<file path="src/rtl/sopc_run_ctrl.sv">
// sopc_run_ctrl: run controller for the minimal RISC-V SOPC.
// Holds the core in reset for a fixed number of cycles, lets it run while
// counting cycles, and watches data-memory writes for the TOHOST word that
// ends the run as pass, fail (with a code) or timeout. A terminal state can be
// left with restart_req, which re-runs the core without a global reset.
module sopc_run_ctrl #(
    parameter int                ADDR_W      = 32,
    parameter logic [ADDR_W-1:0] TOHOST_ADDR = ADDR_W'(32'h0000_1000),
    parameter int                RST_HOLD    = 16,
    parameter int unsigned       MAX_CYCLES  = 1000,
    parameter int                CNT_W       = 32
) (
    input  logic              clk,
    input  logic              rst,
    input  logic              restart_req,
    input  logic              mem_we,
    input  logic [ADDR_W-1:0] mem_addr,
    input  logic [31:0]       mem_wdata,
    output logic              core_rst,
    output logic              running,
    output logic              done,
    output logic              pass,
    output logic              timeout,
    output logic [30:0]       fail_code,
    output logic [CNT_W-1:0]  cycle_cnt
);

    typedef enum logic [2:0] {
        ST_HOLD,
        ST_RUN,
        ST_PASS,
        ST_FAIL,
        ST_TIMEOUT
    } state_t;

    // hold_cnt only needs to reach RST_HOLD-1
    localparam int                HOLD_W     = (RST_HOLD > 1) ? $clog2(RST_HOLD) : 1;
    localparam logic [HOLD_W-1:0] HOLD_LAST  = HOLD_W'(RST_HOLD - 1);
    localparam logic [CNT_W-1:0]  CNT_MAX    = '1;
    // Compared in 64 bits so a budget wider than cycle_cnt simply never fires
    localparam logic [63:0]       TIMEOUT_AT = 64'(MAX_CYCLES) - 64'd1;

    state_t            state;
    logic [HOLD_W-1:0] hold_cnt;

    logic tohost_hit;
    logic pass_hit;
    logic fail_hit;
    logic timeout_hit;

    // Classify the current TOHOST write and whether the cycle budget is spent
    always_comb begin
        tohost_hit  = mem_we && (mem_addr == TOHOST_ADDR);
        pass_hit    = tohost_hit && (mem_wdata == 32'd1);
        fail_hit    = tohost_hit && mem_wdata[0] && (mem_wdata != 32'd1);
        timeout_hit = (MAX_CYCLES != 0) && (64'(cycle_cnt) == TIMEOUT_AT);
    end

    // Run sequencing: hold the core, run it, then freeze in a terminal state
    always_ff @(posedge clk) begin
        if (rst) begin
            state     <= ST_HOLD;
            hold_cnt  <= '0;
            cycle_cnt <= '0;
            fail_code <= '0;
        end else begin
            case (state)
                ST_HOLD: begin
                    if (hold_cnt == HOLD_LAST) begin
                        state    <= ST_RUN;
                        hold_cnt <= '0;
                    end else begin
                        hold_cnt <= hold_cnt + HOLD_W'(1);
                    end
                end
                ST_RUN: begin
                    if (pass_hit) begin
                        state <= ST_PASS;
                    end else if (fail_hit) begin
                        state     <= ST_FAIL;
                        fail_code <= mem_wdata[31:1];
                    end else if (timeout_hit) begin
                        state <= ST_TIMEOUT;
                    end else if (cycle_cnt != CNT_MAX) begin
                        cycle_cnt <= cycle_cnt + CNT_W'(1);
                    end
                end
                ST_PASS, ST_FAIL, ST_TIMEOUT: begin
                    if (restart_req) begin
                        state     <= ST_HOLD;
                        hold_cnt  <= '0;
                        cycle_cnt <= '0;
                        fail_code <= '0;
                    end
                end
                default: begin
                    state <= ST_HOLD;
                end
            endcase
        end
    end

    // Status outputs are decoded straight from the state register
    always_comb begin
        core_rst = (state != ST_RUN);
        running  = (state == ST_RUN);
        pass     = (state == ST_PASS);
        timeout  = (state == ST_TIMEOUT);
        done     = (state == ST_PASS) || (state == ST_FAIL) || (state == ST_TIMEOUT);
    end

endmodule

</file>
<file path="config.mk">
export PLATFORM = sky130hd
export DESIGN_NAME = sopc_run_ctrl
export DESIGN_NICKNAME = d
export VERILOG_FILES = /design/src/rtl/sopc_run_ctrl.sv
export SDC_FILE = /design/constraint.sdc
export NUM_CORES = 1
export LEC_CHECK = 0
export ABC_AREA = 1
export CAP_MARGIN = 30
export CELL_PAD_IN_SITES_DETAIL_PLACEMENT = 0
export CELL_PAD_IN_SITES_GLOBAL_PLACEMENT = 1
export CORE_AREA = 2 2 120 122
export DETAILED_ROUTE_END_ITERATION = 16
export DIE_AREA = 0 0 122 124
export PLACE_DENSITY_LB_ADDON = 0.1
export SLEW_MARGIN = 0
export SYNTH_ARGS = -nofsm -noshare
export SYNTH_HDL_FRONTEND = slang
export SYNTH_SLANG_ARGS = --single-unit
</file>
<file path="constraint.sdc">
create_clock -name clk -period 2.57 [get_ports clk]
set_input_delay 0.514 -clock clk [delete_from_list [all_inputs] [get_ports clk]]
set_output_delay 0.514 -clock clk [all_outputs]
set_load 0.05 [all_outputs]
</file>
## After elaboration in Yosys (flattened, before gate mapping)

Index checks and enable logic that the tools add are counted.

| cells by class | value |
|---|---|
| $mul | 0 |
| mux-type cells | 19 |
| magnitude comparators | 0 |
| eq/ne operators | 19 |
| shift operators | 0 |
| reductions and logical operators | 14 |
| bitwise operators | 0 |
| add/subtract/negate cells | 2 |
| div/mod/pow operators | 0 |

Operators by type and width:

| cell | count |
|---|---|
| $mux W32 | 5 |
| $mux W31 | 3 |
| $pmux W32 S2 | 1 |
| $pmux W31 S2 | 1 |
| $add A32 B1 Y32 const B | 1 |
| $eq A32 B1 Y1 const B | 1 |
| $eq A32 B10 Y1 const B | 1 |
| $eq A32 B13 Y1 const B | 1 |
| $ne A32 B1 Y1 const B | 1 |
| $ne A32 B32 Y1 const B | 1 |
| $mux W3 | 5 |
| $ne A2 B2 Y1 const B | 5 |
| $pmux W3 S3 | 1 |
| $mux W4 | 2 |
| $pmux W4 S2 | 1 |
| $eq A3 B2 Y1 const B | 2 |
| $reduce_and A6 Y1 | 1 |
| $add A4 B1 Y4 const B | 1 |
| $eq A4 B4 Y1 const B | 1 |
| $logic_and A1 B1 Y1 | 4 |
| $ne A2 B1 Y1 const B | 2 |
| $ne A4 B1 Y1 const B | 1 |
| $reduce_and A4 Y1 | 1 |
| $reduce_bool A2 Y1 | 2 |
| other kinds (8) | 9 |

| word-level totals | value |
|---|---|
| bits in latches | 0 |
| output and inout bits | 68 |
| memory bits (writable) | 0 |
| memories kept | 0 |
| memory bits (read-only) | 0 |
| flip-flop bits (word level) | 70 |
| input port bits | 68 |

## Logic depth before layout (Yosys ltp)

Gate-level depths: netlist of the first run.

| logic depth | value |
|---|---|
| depth after elaboration | 7 |
| depth in mapped cells | 13 |

## Worst setup path before layout of the first run

OpenSTA, ideal clock, no wires.

| timing | value |
|---|---|
| path type | reg-to-reg |
| start | register cycle_cnt[0] |
| end | register cycle_cnt[24] |
| arrival time | 2020 ps |
| cell stages (with the launch flop) | 12 |
| setup slack | 411 ps |
| clock period less this slack | 2159 ps |
| setup time | 139 ps |
| path buffers | 1 |
| path through | dfxtp_1 -> ha_1 -> nand2_1 -> inv_1 -> nand3_1 -> nor2_1 -> nand2_1 -> a21oi_1 -> nor2_4 -> buf_6 -> nand2_1 -> a21oi_2 |

| on the way | value |
|---|---|
| longest elaborated chain between the ends | 6 |

Ends and longest elaborated chain:

| element | line | text |
|---|---|---|
| start: declaration | 25 | `output logic [CNT_W-1:0] cycle_cnt` |
| start signal: assignment | 85 | `cycle_cnt <= cycle_cnt + CNT_W'(1);` |
| $add A32 B1 Y32 | 85 |  |
| $mux W32 | 84 | `end else if (cycle_cnt != CNT_MAX) begin` |
| $mux W32 | 82 | `end else if (timeout_hit) begin` |
| $mux W32 | 79 | `end else if (fail_hit) begin` |
| $mux W32 | 77 | `if (pass_hit) begin` |
| $pmux W32 S2 | 67 | `case (state)` |

Parallel ways exist; a longest one is shown, timed or not. The select of a mux whose other input is x is not followed.
A chain may end at the register's enable or synchronous reset.

## Worst setup path in the final report of the first run

| timing | value |
|---|---|
| start | register state[0] |
| end | output port running |

| on the way | value |
|---|---|
| longest elaborated chain between the ends | 1 |

Ends and longest elaborated chain:

| element | line | text |
|---|---|---|
| start: declaration | 43 | `state_t state;` |
| start signal: assignment | 62 | `state <= ST_HOLD;` |
| start signal: assignment | 70 | `state <= ST_RUN;` |
| start signal: assignment | 78 | `state <= ST_PASS;` |
| $eq A3 B1 Y1 | 106 | `running = (state == ST_RUN);` |
| end: declaration | 20 | `output logic running,` |

No other way between the ends.

==> results.ini, run 1 <==
[status]
status = finished clean

[synthesis]
syn_inst = 795
synth-seq-cells = 70
synth_top_area_cell = dfxtp_1
synthTopCellsByArea = dfxtp_1, nor2_1, nand2_1
ys_seq_area_share_pct = 29.3
netlist-cell-type-count = 35
synth_fp_nets = 865
synth_area_per_cell_um2 = 6.01
synth_top_area_share_pct = 29.3
ys_warn_count = 0
netlist_area_um2 = 4780

[routing]
dr.pass1.iters = 5
num_vias = 5329
ant_nets = 0
wl_per_cell_um = 13.9
routed_wirelength_mm = 15.3
avgViaCountPerCell = 4.83
drt_iter0_drc = 219
route.detailed.drc = 0

[cts]
cts_root_buffer = clkbuf_16
clk_pin_slew_worst_paths_ns = 0.06
cts_tree = yes
clock-sinks = 70
post_cts_resized = 0
cts_hold_buffers = 0
cts_buffers = 9
cts_buffer_depth = 2
htreeDepth = 3
cts_setup_buffers = 0
worstSkewPairLatency_ns = 0.34

[hold_path]
hold_start = hold_cnt[1]
hold_path_class = flop to flop
hold_depth = 2
worstHoldEndpoint = hold_cnt[1]

[worst_setup_path]
r2r_end = cycle_cnt[24]
critPathRequiredTime_ns = 2.06
critPathMaxFanout = 5
crit_slowest_cell = clkdlybuf4s50_1
path_class = flop to output pin
critical_path_arrival_ns = 1.96
cpPeakStageDelay_ns = 0.89
r2r_start = cycle_cnt[1]
rr_worst_depth = 9
end_kind = output pin
ff2ff_setup_slack_ns = 0.40
crit_path_cell_trace = inv_2 > nor3_4 > clkdlybuf4s50_1
startpoint_type = flop

[timing]
drv_slew = 0
hold_violations = 0
tightest_slew_ns = 0.589
clock_skew_ns = 0.00614
clock.fmax_ghz = 0.404
fin_tns_setup_ns = 0
rsz0062_at_grt = no
finalSetupViolCount = 0
fin_ws_ns = 0.0938
post-route-min-period_ns = 2.48
max-slew-margin-rel_pct = 60.8
fin_crit_sh_pct = 96.3

[finish]
final_common_cell = nor2_1
antennaDiodeCount = 0
drive_gt1_share_pct = 6.93
final-seq-area_um2 = 1400
multiInputGateArea_um2 = 2930
layout_common_cells = nor2_1, nand2_1, clkdlybuf4s50_1
fin_cells = 1104
nFillCells = 1425
syn_to_final_growth_pct = 39.0
fin_area_um2 = 6640
nets = 989

[place]
gp_congestion = 0.864
post_dp_cell_area_um2 = 6330
dp_hpwl_mm = 11.5
io_buffers = 135
pre_cts_ws_ns = 0.164
placed_cells_incl_taps = 1088

[global_route]
first_global_vias = 5273
grt_max_degree = 63
grt-ovfl-total = 0
grt_pass1_wl_mm = 24.9
grt_usage_pct = 20.7
grt_antenna_before_repair = 0

[pwr]
powerDensity_nw_per_um2 = 951
peakVddDrop_mv = 0.380
power_uw = 6310
leakage_uw = 0.00268

[floorplan]
num_rows = 43
ios = 136
dieHeight_um = 124
die-area_um2 = 15100
die_w_um = 122
start_util_pct = 34.8
coreArea_um2 = 13700

[run]
drv_cap = 0

[through the flow]
stage	util (%)	hold slack, ns
after floorplan	-	0.454
after global placement	46.1	0.472
after detailed placement	46.1	0.489
after CTS	48.4	0.499
after global routing	48.4	0.525
final	48.4	0.496
[routing by layer]
metal	share of wire [%]	up-vias	GRT usage [%]
met4	1.2	0	5.32
met5	0	-	0
met1	45	2434	25.7
li1	-	2745	-
met3	5.8	11	4.62
met2	48	139	36.1
[state kept, by name, indices dropped and copies added, names as in the netlist]
register   flops
cycle_cnt     32
fail_code     31
hold_cnt       4
state          3
[power by group]
part           total, µW  switching, µW  leakage, µW  internal (µW)
sequential          1560            230     0.000570           1330
clock               1290            510     0.000141            782
combinational       3460           2280      0.00197           1180
[cell families after synthesis]
family,Yosys count,synth area share (%)
xor gates and xnor gates,17,3.12
adders and majority gates,2,0.524
AOI/OAI and AO/OA,78,9.85
buffers and inverters,103,9.32
and+or+nand+nor,525,47.9
DFF,70,29.3
[worst max path at each step]
stage / start / to / slack (ns) / cells past startpoint
2_1_floorplan: cycle_cnt[0] / cycle_cnt[24] / 0.41 / 11
3_3_place_gp: mem_addr[1] / fail_code[8] / 0.21 / 11
3_5_place_dp: mem_addr[1] / fail_code[29] / 0.16 / 11
4_1_cts: state[0] / running / 0.07 / 3
5_1_grt: state[0] / running / 0.01 / 3
6_report: state[0] / running / 0.09 / 3
[worst max-delay path, delay by kind of cell (launching register included)]
| kind | cells | cell delay, ns |
|---|---|---|
| flip-flops | 1 | 0.37 |
| AND/OR/NAND/NOR | 1 | 0.29 |
| buffers and inverters | 2 | 0.96 |
[area by class of cell]
cell class	instances	share of cell area, %
well taps	180	3.39
multi-input cells	622	44.1
flip-flops and latches	70	21.1
inverters	69	3.90
clock buffers	10	3.60
repair buffers	147	22.8
clock inverters	6	1.06
[synthesized netlist by cell type]
master	number
nand4_1	14
and2_0	2
inv_1	63
or2_1	1
nand3b_1	32
o21a_1	1
o21ai_0	8
nor3b_1	3
nor4_1	1
xnor2_1	4
a21boi_1	8
dfxtp_1	70
clkbuf_1	21
nand3_4	2
a21oi_2	10
buf_2	5
nand3_1	24
o22a_1	1
nor2_4	1
nor2_2	5
buf_6	7
inv_2	4
nor2_1	217
nand2_2	10
a21oi_1	47
nor3_4	1
o21bai_1	2
clkinv_1	2
buf_1	1
o21ai_4	1
nand2_4	1
nand2_1	198
nor3_1	13
ha_1	2
xor2_1	13
Note: power is estimated with default switching activity, not from simulation.
==> run 2: changes to the inputs <==
--- a/config.mk
+++ b/config.mk
@@ -6,7 +6,6 @@
 export NUM_CORES = 1
 export LEC_CHECK = 0
 export ABC_AREA = 1
-export CAP_MARGIN = 30
 export CELL_PAD_IN_SITES_DETAIL_PLACEMENT = 0
 export CELL_PAD_IN_SITES_GLOBAL_PLACEMENT = 1
 export CORE_AREA = 2 2 120 122
==> results of run 2 <==
The final DEF is identical to that of run 1; final timing and power are the same.
